<file path="src/rtl/period_pkg.sv">
// Shared types and constants for the period averaging stage.
package period_pkg;

    localparam int unsigned CNT_W = 16;

    typedef enum logic [1:0] {
        IDLE,
        FIRST,
        ACC,
        TMO
    } pavg_state_t;

endpackage

</file>
<file path="src/rtl/period_averager_if.sv">
// Sample input and block-result bundle between the frequency counter and the averager.
interface period_averager_if
    import period_pkg::*;
#(
    parameter int unsigned LOG2_N = 3
) ();

    logic             i_vld;
    logic [CNT_W-1:0] i_cnt;
    logic             o_vld;
    logic [CNT_W-1:0] o_avg;
    logic [CNT_W-1:0] o_min;
    logic [CNT_W-1:0] o_max;
    logic             o_timeout;
    logic [LOG2_N:0]  o_fill;

    modport master (
        output i_vld, i_cnt,
        input  o_vld, o_avg, o_min, o_max, o_timeout, o_fill
    );

    modport slave (
        input  i_vld, i_cnt,
        output o_vld, o_avg, o_min, o_max, o_timeout, o_fill
    );

endinterface

</file>
<file path="src/rtl/period_timeout_timer.sv">
// Saturating idle-cycle counter; flags expiry on the cycle its count reaches TIMEOUT_CYC.
module period_timeout_timer #(
    parameter int unsigned TIMEOUT_CYC = 65536
) (
    input  logic clk,
    input  logic rst_n,
    input  logic clr,
    input  logic run,
    output logic expired
);

    localparam int unsigned  W     = $clog2(TIMEOUT_CYC + 1);
    localparam logic [W-1:0] LIMIT = W'(TIMEOUT_CYC);
    localparam logic [W-1:0] LAST  = W'(TIMEOUT_CYC - 1);

    logic [W-1:0] cnt_q;
    logic [W-1:0] cnt_d;

    always_comb begin
        cnt_d = cnt_q;
        if (clr) begin
            cnt_d = '0;
        end else if (run && (cnt_q != LIMIT)) begin
            cnt_d = cnt_q + 1'b1;
        end
    end

    // Expiry is reported while the current cycle brings the count to the limit.
    assign expired = run && (cnt_q >= LAST);

    always_ff @(posedge clk) begin
        if (!rst_n) begin
            cnt_q <= '0;
        end else begin
            cnt_q <= cnt_d;
        end
    end

endmodule

</file>
<file path="src/rtl/period_averager.sv">
// Block averager for period samples: mean/min/max per 2**LOG2_N samples, with input-loss timeout.
module period_averager
    import period_pkg::*;
#(
    parameter int unsigned LOG2_N      = 3,
    parameter int unsigned TIMEOUT_CYC = 65536
) (
    input  logic               clk,
    input  logic               rst_n,
    input  logic               en,
    period_averager_if.slave   bus
);

    localparam int unsigned N      = 1 << LOG2_N;
    localparam int unsigned ACC_W  = CNT_W + LOG2_N;
    localparam int unsigned FILL_W = LOG2_N + 1;

    pavg_state_t       state_q, state_d;
    logic [ACC_W-1:0]  acc_q, acc_d;
    logic [FILL_W-1:0] fill_q, fill_d;
    logic [CNT_W-1:0]  min_q, min_d;
    logic [CNT_W-1:0]  max_q, max_d;
    logic [CNT_W-1:0]  avg_q, avg_d;
    logic [CNT_W-1:0]  omin_q, omin_d;
    logic [CNT_W-1:0]  omax_q, omax_d;
    logic              vld_q, vld_d;
    logic              tmo_q, tmo_d;

    logic              accept;
    logic              last;
    logic              first;
    logic [ACC_W-1:0]  acc_sum;
    logic [CNT_W-1:0]  new_min;
    logic [CNT_W-1:0]  new_max;
    logic              tmr_clr;
    logic              tmr_run;
    logic              expired;

    assign accept  = en && bus.i_vld;
    assign tmr_clr = !en || accept || (state_q == IDLE);
    assign tmr_run = !tmr_clr;

    period_timeout_timer #(
        .TIMEOUT_CYC (TIMEOUT_CYC)
    ) u_timer (
        .clk     (clk),
        .rst_n   (rst_n),
        .clr     (tmr_clr),
        .run     (tmr_run),
        .expired (expired)
    );

    always_comb begin
        last    = (fill_q == FILL_W'(N - 1));
        first   = (fill_q == '0);
        acc_sum = acc_q + ACC_W'(bus.i_cnt);
        new_min = (first || (bus.i_cnt < min_q)) ? bus.i_cnt : min_q;
        new_max = (first || (bus.i_cnt > max_q)) ? bus.i_cnt : max_q;

        state_d = state_q;
        acc_d   = acc_q;
        fill_d  = fill_q;
        min_d   = min_q;
        max_d   = max_q;
        avg_d   = avg_q;
        omin_d  = omin_q;
        omax_d  = omax_q;
        vld_d   = 1'b0;
        tmo_d   = tmo_q;

        if (!en) begin
            state_d = IDLE;
            acc_d   = '0;
            fill_d  = '0;
            min_d   = '0;
            max_d   = '0;
            tmo_d   = 1'b0;
        end else if (accept) begin
            // Acceptance is en&i_vld in every state, including the IDLE exit cycle.
            tmo_d = 1'b0;
            if (last) begin
                state_d = FIRST;
                vld_d   = 1'b1;
                avg_d   = acc_sum[LOG2_N +: CNT_W];
                omin_d  = new_min;
                omax_d  = new_max;
                acc_d   = '0;
                fill_d  = '0;
                min_d   = '0;
                max_d   = '0;
            end else begin
                state_d = ACC;
                acc_d   = acc_sum;
                fill_d  = fill_q + 1'b1;
                min_d   = new_min;
                max_d   = new_max;
            end
        end else if (state_q == IDLE) begin
            state_d = FIRST;
        end else if (expired) begin
            state_d = TMO;
            tmo_d   = 1'b1;
            acc_d   = '0;
            fill_d  = '0;
            min_d   = '0;
            max_d   = '0;
        end
    end

    always_ff @(posedge clk) begin
        if (!rst_n) begin
            state_q <= IDLE;
            acc_q   <= '0;
            fill_q  <= '0;
            min_q   <= '0;
            max_q   <= '0;
            avg_q   <= '0;
            omin_q  <= '0;
            omax_q  <= '0;
            vld_q   <= 1'b0;
            tmo_q   <= 1'b0;
        end else begin
            state_q <= state_d;
            acc_q   <= acc_d;
            fill_q  <= fill_d;
            min_q   <= min_d;
            max_q   <= max_d;
            avg_q   <= avg_d;
            omin_q  <= omin_d;
            omax_q  <= omax_d;
            vld_q   <= vld_d;
            tmo_q   <= tmo_d;
        end
    end

    assign bus.o_vld     = vld_q;
    assign bus.o_avg     = avg_q;
    assign bus.o_min     = omin_q;
    assign bus.o_max     = omax_q;
    assign bus.o_timeout = tmo_q;
    assign bus.o_fill    = fill_q;

endmodule
</file>
<file path="src/flat_wrapper.sv">
// flat-port wrapper written by rule: the top's interface ports become plain ports
module period_averager_flat import period_pkg::*;
#(
    parameter int unsigned LOG2_N      = 3,
    parameter int unsigned TIMEOUT_CYC = 65536
)
  (clk, rst_n, en, bus_i_vld, bus_i_cnt, bus_o_vld, bus_o_avg, bus_o_min, bus_o_max, bus_o_timeout, bus_o_fill);
  period_averager_if #(.LOG2_N(LOG2_N)) bus_i ();
  input  logic clk;
  input  logic rst_n;
  input  logic en;
  input wire logic [$bits(bus_i.i_vld)-1:0] bus_i_vld;
  input wire logic [$bits(bus_i.i_cnt)-1:0] bus_i_cnt;
  output wire logic [$bits(bus_i.o_vld)-1:0] bus_o_vld;
  output wire logic [$bits(bus_i.o_avg)-1:0] bus_o_avg;
  output wire logic [$bits(bus_i.o_min)-1:0] bus_o_min;
  output wire logic [$bits(bus_i.o_max)-1:0] bus_o_max;
  output wire logic [$bits(bus_i.o_timeout)-1:0] bus_o_timeout;
  output wire logic [$bits(bus_i.o_fill)-1:0] bus_o_fill;
  assign bus_i.i_vld = bus_i_vld;
  assign bus_i.i_cnt = bus_i_cnt;
  assign bus_o_vld = bus_i.o_vld;
  assign bus_o_avg = bus_i.o_avg;
  assign bus_o_min = bus_i.o_min;
  assign bus_o_max = bus_i.o_max;
  assign bus_o_timeout = bus_i.o_timeout;
  assign bus_o_fill = bus_i.o_fill;
  period_averager #(.LOG2_N(LOG2_N), .TIMEOUT_CYC(TIMEOUT_CYC)) u_core (.clk(clk), .rst_n(rst_n), .en(en), .bus(bus_i));
endmodule
</file>
<file path="config.mk">
export PLATFORM = sky130hd
export DESIGN_NAME = period_averager_flat
export DESIGN_NICKNAME = d
export VERILOG_FILES = /design/src/rtl/period_pkg.sv /design/src/rtl/period_averager_if.sv /design/src/rtl/period_timeout_timer.sv /design/src/rtl/period_averager.sv /design/src/flat_wrapper.sv
export SDC_FILE = /design/constraint.sdc
export NUM_CORES = 1
export LEC_CHECK = 0
export CAP_MARGIN = 5
export CORE_MARGIN = 1
export CORE_UTILIZATION = 40
export DETAILED_ROUTE_END_ITERATION = 8
export PLACE_DENSITY = 0.7
export REMOVE_ABC_BUFFERS = 1
export SETUP_SLACK_MARGIN = 0.3
export SLEW_MARGIN = 25
export SYNTH_ARGS = -nofsm -noshare
export SYNTH_HDL_FRONTEND = slang
export SYNTH_SLANG_ARGS = --single-unit
</file>
<file path="constraint.sdc">
create_clock -name clk -period 3.15 [get_ports clk]
set_input_delay 0.63 -clock clk [delete_from_list [all_inputs] [get_ports clk]]
set_output_delay 0.63 -clock clk [all_outputs]
set_load 0.02 [all_outputs]
</file>
==> results.md <==
- Maximum vdd drop: 0.382 mV
- Leak Pwr: 3.28 nW
- Synth unique cells: 65
- Worst Skew: 0.00801 ns
- R2R Setup Slk: 0.87 ns
- Mapped Avg Cell Area: 8.63 um2
- Part of the power in combinational logic: 10.8%
- Fin. max-slew vios: 0
- Startpoint types: input port
- Yosys top cell by area: dfxtp_1
- DP HPWL: 12200 um
- Initial Util: 40.9%
- Placer Congestion: 0.887
- Via count of the first global-routing pass: 5550
- Largest net degree at the start of global routing: 43
- Ant diodes: 0
- Tmin final: 2.68 ns
- CTS Buf Count: 17
- # rows: 46
- Sw Pwr: 1.03 mW
- Die width: 129 um
- Post-CTS setup buffers: 0
- Remaining DRCs: 0
- WP buf/inv: 2
- Endpoints failing hold: 0
- First-pass GRT wire length: 28700 um
- Final net count: 927
- Fraction of layout cells with a size suffix above 1: 10.5%
- Max Clk Rate: 373 MHz
- Hold-fix buffers at CTS: 0
- Critical Path AT: 3.02 ns
- Die area: 16700 um2
- Cells after Synth: 751
- Drt first-iter violations: 446
- Clk pwr share: 49.1%
- IO Port Bufs: 73
- Place WS: 0.0968 ns
- Setup ws final: 0.472 ns
- Final setup fails: 0
- Top post-synthesis cells by area: dfxtp_1 38%, ha_1 10%, a21oi_1 3.8%
- Drt wl/cell: 16.4 um
- Pwr dens: 491 nW/um2
- Share of the synthesized area in the top cell type: 38.3%
- Critical path cell sequence: clkdlybuf4s50_1 -> ha_1 -> nand2_1 -> nor3b_1 -> buf_4 -> o2111ai_1 -> a31oi_1 -> xnor2_1 -> a211oi_1
- CTS max path bufs: 2
- RSZ-0062 raised after global routing: no
- Internal power: 3.06 mW
- Seq/Total Area, Yosys: 38.3%
- Total power: 4.10 mW
- Slew headroom: 48.9%
- Setup TNS: 0 ns
- Post-Layout Cell Count: 1083
- # resized after CTS: 0
- IO Pins: 74
- Gr ovfl total: 0
- Crit path largest cell delay: 0.51 ns
- Clock Sinks: 124
- WS Path Type: input port to flip-flop
- Synth Warn #: 0
- Routed wire length: 17800 um
- Cell Area, Synth: 6480 um2
- Clock-pin slew on the worst setup and hold paths: 0.06 ns
- Root Buffer: clkbuf_16
- Min-Delay Path Class: flip-flop to flip-flop
- Max cap viols: 0
- CP Capture Type: flip-flop
- Ys flop type: dfxtp_1
- Sequential power share: 40.0%
- Placed cells: 1051
- Number of H-tree levels: 4
- First-pass iteration count of the detailed router: 5
- Synthesis-to-finish area growth: 28.8%
- Antenna violations before repair: 1
- Worst EP required: 3.49 ns
- Clk_lat worst skew: 0.42 ns
- CTS tree: yes
- Core footprint: 15800 um2
- Slew @ Worst Pin: 0.766 ns
- Die Y: 129 um
- DR vias/cell: 5.51
- Synthesis-stage register bit count: 124
- Vias: 5968
- Worst-path fanout max: 4
- Hold slack: 0.458 ns
- Antenna Violating Nets Remaining: 0
- Final period util: 85.0%
- Critical path's slowest cell: clkdlybuf4s50_1
- Status: complete, no violations
- Async set or reset register ratio after synthesis: 0%
- Switching share of power: 25.3%
- Top delay family on crit path: buffers and inverters
- Post-synth EDFFs: 0
- GRT Total Usage: 22.3%
tightest hold or removal path, cell delays in order, from the launching register on:
cell     delay [ns]
dfxtp_1        0.30
nand2_1        0.05
a21oi_1        0.05
synth_stat cells (4+ instances only):
master	instances
dfxtp_1	124
nand2_1	64
inv_1	63
ha_1	52
a21oi_1	49
o21ai_0	49
nor2_1	43
clkbuf_1	24
and3_1	21
nor4_1	20
a32o_1	18
nand3_1	17
a221o_1	16
a311oi_1	16
o22ai_1	16
xnor2_1	15
nand4_1	12
nor3_1	11
a22oi_1	9
xor2_1	8
a21o_1	7
o21a_1	7
buf_2	6
nor2b_1	6
or3_1	6
o211ai_1	5
a31oi_1	4
nand3b_1	4
layout by cell type (no fill, tap or decap), types with 7 or more instances in the layout:
master	synthesis	final
clkdlybuf4s50_1	0	73
nand3_1	17	17
nor4_1	20	20
o21ai_0	49	49
a21oi_1	49	49
xor2_1	8	8
nand2_1	64	64
nor3_1	11	11
a21o_1	7	7
o22ai_1	16	16
o21a_1	7	7
inv_1	63	63
buf_4	1	40
and3_1	21	21
xnor2_1	15	15
a32o_1	18	18
dfxtp_1	124	124
a311oi_1	16	16
nand4_1	12	12
clkbuf_16	0	17
a221o_1	16	16
a22oi_1	9	9
nor2_1	43	43
ha_1	52	52
sequential cells by signal, summed over array words and instances (netlist names):
register              cells
u_core.bus.o_max         16
u_core.max_q             16
u_core.u_timer.cnt_q     17
u_core.min_q             16
u_core.bus.o_avg         16
u_core.bus.o_timeout      1
u_core.bus.o_min         16
u_core.bus.o_fill         4
u_core.acc_q             19
u_core.bus.o_vld          1
u_core.state_q            2
per-stage QoR:
step	area, um2	util (%)
after floorplan	6310	-
after global placement	7730	48.9
after detailed placement	7730	48.9
after CTS	8340	52.7
after global routing	8340	52.7
final	8340	52.7
final timing paths:
kind	start	endpoint	cells past startpoint
setup / recovery	bus_i_cnt[3]	u_core.bus.o_avg[12]$_SDFFE_PN0P_	9
hold / removal	u_core.bus.o_avg[5]$_SDFFE_PN0P_	u_core.bus.o_avg[5]$_SDFFE_PN0P_	2
setup reg to reg	u_core.max_q[15]$_SDFFE_PN0P_	u_core.bus.o_max[1]$_SDFFE_PN0P_	9
hold reg to reg	u_core.bus.o_avg[5]$_SDFFE_PN0P_	u_core.bus.o_avg[5]$_SDFFE_PN0P_	2
layout make-up:
cell class                      instances  area (um2)
Sequential cell                       124        2480
Timing Repair Buffer                  119        1150
Multi-Input combinational cell        529        3590
Clock inverter                         14         168
Inverter                               63         236
Clock buffer                           18         439
Fill cell                            1455        7490
Tap cell                              216         270
power by group through the flow:
stage / sequential, mW / combinational (mW) / clock (mW)
detailed placement: 1.67 / 0.436 / 0
floorplan: 1.66 / 0.256 / 0
CTS: 1.64 / 0.441 / 2.04
global route: 1.64 / 0.493 / 2.11
global placement: 1.67 / 0.431 / 0
finish: 1.64 / 0.444 / 2.01
cells by family (layout without fill, tap and decap cells):
family	count (synthesis)	count (layout)	synth area share, %
AO/OA/AOI/OAI	225	225	24.1
AND/OR/NAND/NOR	227	227	17.7
flip-flops	124	124	38.3
multiplexers	1	1	0.155
adder cells (fa/ha/maj)	53	53	10.4
XOR/XNOR	23	23	3.11
buffers and inverters	98	214	6.20
layer usage:
layer | wire length (um) | vias up | track usage (%)
met3 | 951 | 19 | 4.87
li1 | - | 2981 | -
met1 | 8320 | 2806 | 29.3
met2 | 8230 | 160 | 36.3
met4 | 258 | 2 | 7.27
met5 | 10 | - | 0
Note: power is estimated with default switching activity, not from simulation.
